## src/rtl/position_alert_if.sv

```systemverilog
// Board-side bundle for position_alert_ctrl: raw switches and mute in, LED/encoder/buzzer status out.
// master = board/stimulus side, slave = controller side.
interface position_alert_if #(
  parameter int N_CH = 5
);
  localparam int PW = (N_CH > 1) ? $clog2(N_CH) : 1;

  logic [N_CH-1:0] btn_in;
  logic            mute;
  logic [N_CH-1:0] leds;
  logic [PW-1:0]   pos_code;
  logic            pos_valid;
  logic            multi_err;
  logic            alert_active;
  logic            buzzer;

  modport master (
    output btn_in, mute,
    input  leds, pos_code, pos_valid, multi_err, alert_active, buzzer
  );
  modport slave (
    input  btn_in, mute,
    output leds, pos_code, pos_valid, multi_err, alert_active, buzzer
  );
endinterface

```

## src/rtl/position_alert_ctrl.sv

```systemverilog
// Riding-position monitor: per-channel sync/debounce, position encoder, seat alert FSM with beeping buzzer.
// Optional build macro ESCALATE_EN: after a long ALERT dwell the beep becomes a continuous, faster tone.
module position_alert_deb #(
  parameter int DEBOUNCE_CYC = 500000
) (
  input  logic clk,
  input  logic rst,
  input  logic raw,
  output logic level
);
  localparam int CW = $clog2(DEBOUNCE_CYC) + 1;
  localparam logic [CW-1:0] CNT_LAST = CW'(DEBOUNCE_CYC - 1);

  logic          meta_q, sync_q, level_q, level_d;
  logic [CW-1:0] cnt_q, cnt_d;

  // Any cycle where the synced input matches the accepted level restarts the stability count.
  always_comb begin
    level_d = level_q;
    cnt_d   = '0;
    if (sync_q != level_q) begin
      if (cnt_q == CNT_LAST) level_d = ~level_q;
      else                   cnt_d   = cnt_q + 1'b1;
    end
  end

  always_ff @(posedge clk or posedge rst) begin
    if (rst) begin
      meta_q  <= 1'b0;
      sync_q  <= 1'b0;
      level_q <= 1'b0;
      cnt_q   <= '0;
    end else begin
      meta_q  <= raw;
      sync_q  <= meta_q;
      level_q <= level_d;
      cnt_q   <= cnt_d;
    end
  end

  assign level = level_q;
endmodule

module position_alert_ctrl #(
  parameter int N_CH            = 5,
  parameter int ALERT_CH        = 4,
  parameter int DEBOUNCE_CYC    = 500000,
  parameter int ALERT_DELAY_CYC = 50000000,
  parameter int TONE_HALF       = 65536,
  parameter int BEEP_ON_CYC     = 12500000,
  parameter int BEEP_OFF_CYC    = 12500000,
  parameter int ESCALATE_CYC    = 250000000
) (
  input logic             clk,
  input logic             rst,
  position_alert_if.slave bus
);
  localparam int PW = $clog2(N_CH);
  localparam int DW = $clog2(ALERT_DELAY_CYC) + 1;
  localparam int TW = $clog2(TONE_HALF) + 1;
  localparam int BW = $clog2(BEEP_ON_CYC + BEEP_OFF_CYC) + 1;
  localparam logic [DW-1:0] DLY_LAST  = DW'(ALERT_DELAY_CYC - 1);
  localparam logic [TW-1:0] TONE_LAST = TW'(TONE_HALF - 1);
  localparam logic [BW-1:0] BEEP_ON   = BW'(BEEP_ON_CYC);
  localparam logic [BW-1:0] BEEP_LAST = BW'(BEEP_ON_CYC + BEEP_OFF_CYC - 1);

  if (N_CH < 2 || N_CH > 16 || ALERT_CH >= N_CH || DEBOUNCE_CYC < 1 || ALERT_DELAY_CYC < 1 ||
      TONE_HALF < 1 || BEEP_ON_CYC < 1 || BEEP_OFF_CYC < 1 || ESCALATE_CYC < 1) begin : g_bad_param
    $error("position_alert_ctrl: parameter out of range");
  end

  typedef enum logic [1:0] {IDLE, ARMED, ALERT} state_e;

  logic [N_CH-1:0] stable;
  logic [PW-1:0]   pos_code_q, pos_code_d;
  logic            pos_valid_q, pos_valid_d, multi_q, multi_d;
  state_e          state_q, state_d;
  logic [DW-1:0]   dly_q, dly_d;
  logic [TW-1:0]   tone_cnt_q, tone_cnt_d, tone_last;
  logic            tone_q, tone_d;
  logic [BW-1:0]   phase_q, phase_d;
  logic            buzzer_q, buzzer_d;
  logic            s, in_alert, esc, beep_on;

  for (genvar g = 0; g < N_CH; g++) begin : g_lane
    position_alert_deb #(.DEBOUNCE_CYC(DEBOUNCE_CYC)) u_deb (
      .clk   (clk),
      .rst   (rst),
      .raw   (bus.btn_in[g]),
      .level (stable[g])
    );
  end

  // Scan high-to-low so the lowest active index is the last one written.
  always_comb begin
    pos_code_d  = '0;
    pos_valid_d = 1'b0;
    multi_d     = 1'b0;
    for (int i = N_CH - 1; i >= 0; i--) begin
      if (stable[i]) begin
        multi_d     = multi_d | pos_valid_d;
        pos_valid_d = 1'b1;
        pos_code_d  = PW'(i);
      end
    end
  end

  assign s        = stable[ALERT_CH];
  assign in_alert = (state_q == ALERT);

`ifdef ESCALATE_EN
  localparam int EW       = $clog2(ESCALATE_CYC) + 1;
  localparam int HALF_ESC = (TONE_HALF / 2 < 1) ? 1 : TONE_HALF / 2;
  localparam logic [EW-1:0] ESC_LAST      = EW'(ESCALATE_CYC - 1);
  localparam logic [TW-1:0] TONE_LAST_ESC = TW'(HALF_ESC - 1);

  logic [EW-1:0] dwell_q, dwell_d;
  logic          esc_q, esc_d;

  // Dwell saturates once escalated; leaving ALERT clears both.
  always_comb begin
    dwell_d = '0;
    esc_d   = 1'b0;
    if (in_alert && s) begin
      dwell_d = dwell_q;
      esc_d   = esc_q;
      if (!esc_q) begin
        if (dwell_q == ESC_LAST) esc_d   = 1'b1;
        else                     dwell_d = dwell_q + 1'b1;
      end
    end
  end

  always_ff @(posedge clk or posedge rst) begin
    if (rst) begin
      dwell_q <= '0;
      esc_q   <= 1'b0;
    end else begin
      dwell_q <= dwell_d;
      esc_q   <= esc_d;
    end
  end

  assign esc       = esc_q;
  assign tone_last = esc_q ? TONE_LAST_ESC : TONE_LAST;
`else
  assign esc       = 1'b0;
  assign tone_last = TONE_LAST;
`endif

  assign beep_on = esc | (phase_q < BEEP_ON);

  // Tone/beep state only advances while ALERT is held, so re-entry always starts in the ON phase.
  always_comb begin
    state_d    = state_q;
    dly_d      = dly_q;
    tone_cnt_d = '0;
    tone_d     = 1'b0;
    phase_d    = '0;
    case (state_q)
      IDLE: if (s) begin
        state_d = ARMED;
        dly_d   = '0;
      end
      ARMED: begin
        if (!s)                    state_d = IDLE;
        else if (dly_q == DLY_LAST) state_d = ALERT;
        else                       dly_d   = dly_q + 1'b1;
      end
      ALERT: begin
        if (!s) state_d = IDLE;
        else begin
          tone_d  = tone_q;
          phase_d = (phase_q == BEEP_LAST) ? '0 : phase_q + 1'b1;
          // >= lets the count fall straight through when escalation shortens the half-period.
          if (tone_cnt_q >= tone_last) begin
            tone_d     = ~tone_q;
            tone_cnt_d = '0;
          end else begin
            tone_cnt_d = tone_cnt_q + 1'b1;
          end
        end
      end
      default: state_d = IDLE;
    endcase
    buzzer_d = in_alert & tone_q & beep_on & ~bus.mute;
  end

  always_ff @(posedge clk or posedge rst) begin
    if (rst) begin
      pos_code_q  <= '0;
      pos_valid_q <= 1'b0;
      multi_q     <= 1'b0;
      state_q     <= IDLE;
      dly_q       <= '0;
      tone_cnt_q  <= '0;
      tone_q      <= 1'b0;
      phase_q     <= '0;
      buzzer_q    <= 1'b0;
    end else begin
      pos_code_q  <= pos_code_d;
      pos_valid_q <= pos_valid_d;
      multi_q     <= multi_d;
      state_q     <= state_d;
      dly_q       <= dly_d;
      tone_cnt_q  <= tone_cnt_d;
      tone_q      <= tone_d;
      phase_q     <= phase_d;
      buzzer_q    <= buzzer_d;
    end
  end

  assign bus.leds         = stable;
  assign bus.pos_code     = pos_code_q;
  assign bus.pos_valid    = pos_valid_q;
  assign bus.multi_err    = multi_q;
  assign bus.alert_active = in_alert;
  assign bus.buzzer       = buzzer_q;
endmodule

```

## src/flat_wrapper.sv

```systemverilog
// flat-port wrapper written by rule: the top's interface ports become plain ports
module position_alert_ctrl_flat 
#(
  parameter int N_CH            = 5,
  parameter int ALERT_CH        = 4,
  parameter int DEBOUNCE_CYC    = 500000,
  parameter int ALERT_DELAY_CYC = 50000000,
  parameter int TONE_HALF       = 65536,
  parameter int BEEP_ON_CYC     = 12500000,
  parameter int BEEP_OFF_CYC    = 12500000,
  parameter int ESCALATE_CYC    = 250000000
)
  (clk, rst, bus_btn_in, bus_mute, bus_leds, bus_pos_code, bus_pos_valid, bus_multi_err, bus_alert_active, bus_buzzer);
  position_alert_if #(.N_CH(N_CH)) bus_i ();
  input logic clk;
  input logic rst;
  input wire logic [$bits(bus_i.btn_in)-1:0] bus_btn_in;
  input wire logic [$bits(bus_i.mute)-1:0] bus_mute;
  output wire logic [$bits(bus_i.leds)-1:0] bus_leds;
  output wire logic [$bits(bus_i.pos_code)-1:0] bus_pos_code;
  output wire logic [$bits(bus_i.pos_valid)-1:0] bus_pos_valid;
  output wire logic [$bits(bus_i.multi_err)-1:0] bus_multi_err;
  output wire logic [$bits(bus_i.alert_active)-1:0] bus_alert_active;
  output wire logic [$bits(bus_i.buzzer)-1:0] bus_buzzer;
  assign bus_i.btn_in = bus_btn_in;
  assign bus_i.mute = bus_mute;
  assign bus_leds = bus_i.leds;
  assign bus_pos_code = bus_i.pos_code;
  assign bus_pos_valid = bus_i.pos_valid;
  assign bus_multi_err = bus_i.multi_err;
  assign bus_alert_active = bus_i.alert_active;
  assign bus_buzzer = bus_i.buzzer;
  position_alert_ctrl #(.N_CH(N_CH), .ALERT_CH(ALERT_CH), .DEBOUNCE_CYC(DEBOUNCE_CYC), .ALERT_DELAY_CYC(ALERT_DELAY_CYC), .TONE_HALF(TONE_HALF), .BEEP_ON_CYC(BEEP_ON_CYC), .BEEP_OFF_CYC(BEEP_OFF_CYC), .ESCALATE_CYC(ESCALATE_CYC)) u_core (.clk(clk), .rst(rst), .bus(bus_i));
endmodule
```

## config.mk

```make
export PLATFORM = sky130hd
export DESIGN_NAME = position_alert_ctrl_flat
export DESIGN_NICKNAME = d
export VERILOG_FILES = /design/src/rtl/position_alert_if.sv /design/src/rtl/position_alert_ctrl.sv /design/src/flat_wrapper.sv
export SDC_FILE = /design/constraint.sdc
export NUM_CORES = 1
export LEC_CHECK = 0
export ABC_AREA = 1
export BUFFER_PORTS_ARGS = -buffer_cell sky130_fd_sc_hd__buf_2
export CORE_MARGIN = 4
export CORE_UTILIZATION = 50
export CTS_CLUSTER_DIAMETER = 80
export CTS_CLUSTER_SIZE = 24
export DETAILED_ROUTE_END_ITERATION = 12
export PLACE_DENSITY_LB_ADDON = 0.2
export SYNTH_ARGS = -nofsm -noshare
export SYNTH_HDL_FRONTEND = slang
export SYNTH_SLANG_ARGS = --single-unit
```

## constraint.sdc

```tcl
create_clock -name clk -period 7.1 [get_ports clk]
set_clock_uncertainty 0.2 [all_clocks]
set_input_delay 1.42 -clock clk [delete_from_list [all_inputs] [get_ports clk]]
set_output_delay 1.42 -clock clk [all_outputs]
set_load 0.05 [all_outputs]
```

==> out/qor.txt <==
setup_tns -> 0 ns
floorplan row count -> 53
Final ANT Viol Nets -> 0
Slew Viols, Final -> 0
most frequent cells in the layout -> nand2_1 (334), nor2_1 (317), dfrtp_1 (194), inv_1 (171), nand3_1 (127)
Post-CTS Resized -> 0
Die Width -> 154 um
total gr overflow -> 0
register clock-pin slew on the reported worst setup and hold paths -> 0.08 ns
vias in the first global route -> 8,795
Synth cell types -> 35
VDD IR max -> 0.112 mV
final period utilization -> 41.9%
die height -> 154 um
RSZ-0062 raised after global routing -> false
Fillers -> 1,977
Via Count -> 9,131
Worst Hold Path EP -> u_core.g_lane[2].u_deb.sync_q$_DFF_PP0_
final hold viol count -> 0
Startpoint Class -> register
final WL -> 22,700 um
leakage power -> 0.00489 uW
Area Growth Syn to Fin -> 8.77%
final RePlAce weighted congestion -> 0.900
die outline area -> 0.0239 sq mm
first-pass GRT wire length -> 40,200 um
Worst-Skew Late Latency -> 0.43 ns
Max Fclk -> 336 MHz
sequential share of power -> 51.5%
syn_area_per_cell -> 7.38 sq um
gr usage total -> 20.0%
final setup fails -> 0
multi-input logic area -> 0.00508 sq mm
flip-flop and latch area -> 0.00485 sq mm
TritonCTS clock tree -> yes
drt first pass iters -> 5
Finished Core Util -> 55.3%
Worst EP arrival -> 1.36 ns
outcome -> finished, final reports clean
Critical Path RT -> 5.48 ns
hold wc startpoint -> u_core.g_lane[2].u_deb.meta_q$_DFF_PP0_
CP max FO -> 4
post-DP HPWL -> 16,500 um
Post-synth EDFFs -> 0
IO Count -> 20
reg2reg end -> u_core.dly_q[25]$_DFFE_PP0P_
Critical Path Sink Type -> primary output
DR DRC count -> 0
hold depth -> 0
R2R depth -> 8
Power Total -> 2170 uW
Starting Density -> 50.9%
Sw Ratio -> 22.3%
Mapped Area -> 0.0107 sq mm
initial antenna violation count -> 0
ys flop type -> dfrtp_1
CTS sink cnt -> 194
CTS Hold Bufs -> 0
share of cells above drive strength 1 -> 6.51%
largest net degree at the start of global routing -> 144
Clk pwr share -> 46.2%
slew margin rel. -> 36.5%
synthesized instance count -> 1,454
Internal -> 1690 uW
Worst Hold Class -> reg -> reg
Final Critical Period -> 2.98 ns
CTS root buffer -> clkbuf_16
H-tree depth -> 4
wire per inst -> 12.9 um
setup bufs post-CTS -> 0
fraction of registers with async set/reset -> 100%
kind of critical path -> reg -> out
worst reg2reg startpoint -> u_core.dly_q[0]$_DFFE_PP0P_
# nets final -> 1,493
sequential-to-total area share from yosys stat -> 45.2%
YS warnings -> 0
commonest non-fill, non-tap cell in the layout -> nand2_1
core area -> 0.0211 sq mm
CTS max path bufs -> 2
Yosys reg bits -> 194
number of DRC markers in iteration 0 -> 537
port bufs -> 19
post-synth net total -> 1,471
via density per instance -> 5.18
combinational power share -> 2.2%
max cap viols -> 0
R2R Setup Slk -> 4.77 ns
pwr dens -> 186 mW/mm^2
CTS buffer count -> 17
Sw Pwr -> 485 uW
Worst Tran Pin Value -> 0.953 ns
# diodes -> 0
worst max-delay path, stage by stage (launching register included):
cell     delay, ns
dfrtp_1       0.43
nor2_4        0.21
buf_2         0.30
how the worst max path moves through the flow:
stage,from,to,slack [ns]
after global placement,rst,u_core.dly_q[23]$_DFFE_PP0P_,3.86
after floorplan,rst,u_core.bus.buzzer$_DFF_PP0_,0.20
after global routing,u_core.state_q[1]$_DFFE_PP0P_,bus_alert_active,4.04
final,u_core.state_q[0]$_DFFE_PP0P_,bus_alert_active,4.12
after CTS,u_core.g_lane[4].u_deb.level$_DFFE_PP0P_,bus_leds[4],4.11
after detailed placement,rst,u_core.g_lane[4].u_deb.cnt_q[5]$_DFF_PP0_,3.85
final cells by class:
cell class | count | area share (%)
multi-input cells | 1069 | 43.6
flip-flops and latches | 194 | 41.6
inverters | 173 | 5.63
clock buffers | 17 | 3.65
well taps | 275 | 2.95
clock inverters | 15 | 1.68
repair buffers | 21 | 0.944
synth_stat cells (3+ instances only):
cell	n	area, sq um
a21oi_1	22	110
a31oi_1	5	31.3
buf_2	3	15.0
buf_4	7	52.6
buf_6	6	67.6
dfrtp_1	194	4850
ha_1	9	113
inv_1	172	646
nand2_1	334	1250
nand2_2	4	25.0
nand2_4	3	33.8
nand3_1	127	636
nand3_2	5	50.1
nand4_1	39	244
nor2_1	317	1190
nor2_2	10	62.6
nor2_4	5	56.3
nor3_1	57	285
nor3_2	3	30.0
nor3b_1	14	105
o21ai_0	32	160
o21ai_2	7	61.3
or2_2	5	31.3
xnor2_1	10	87.6
xor2_1	49	429
per-layer routing:
metal	GRT usage [%]	part of all wire, %	wire length [um]	vias to the layer above
met5	0	0	0	-
met4	5.00	1.0	235	0
met3	3.95	4.0	916	18
met2	32.4	47	10600	147
met1	27.8	48	10900	4309
li1	-	-	-	4657
kinds of logic after synthesis:
group                    count (synthesis)  share of synthesized area, %
AND/OR/NAND/NOR                        927                          37.6
flip-flops                             194                          45.2
buffers and inverters                  191                          7.38
AO/OA/AOI/OAI                           74                          3.94
XOR/XNOR                                59                          4.82
adder cells (fa/ha/maj)                  9                          1.05
power groups by stage:
stage / clock network (uW) / logic [uW] / registers (uW)
after floorplan: 0 / 35.6 / 1140
after global placement: 0 / 50.9 / 1140
after detailed placement: 0 / 51.3 / 1140
after CTS: 1040 / 51.5 / 1120
after global routing: 1080 / 59.1 / 1120
final: 1000 / 48.8 / 1120
per-stage QoR:
stage / worst slack, ns / cells / area [sq um] / hold slack [ns]
3_5_place_dp: 3.85 / 1732 / 11000 / 0.136
3_3_place_gp: 3.86 / 1732 / 11000 / 0.133
6_report: 4.12 / 1764 / 11700 / 0.146
5_1_grt: 4.04 / 1764 / 11700 / 0.164
2_1_floorplan: 0.196 / 1454 / 10700 / 0.131
4_1_cts: 4.11 / 1764 / 11700 / 0.148
sequential cells by signal (all words and copies together), names as in the netlist:
register and count:
u_core.g_lane.u_deb.cnt_q 100, u_core.state_q 2, u_core.bus.pos_code 3, u_core.g_lane.u_deb.meta_q 5, u_core.bus.buzzer 1, u_core.g_lane.u_deb.sync_q 5, u_core.tone_q 1, u_core.dly_q 27
u_core.bus.multi_err 1, u_core.tone_cnt_q 17, u_core.bus.pos_valid 1, u_core.g_lane.u_deb.level 5, u_core.phase_q 26
No activity file was read; power rests on OpenSTA's default activity.
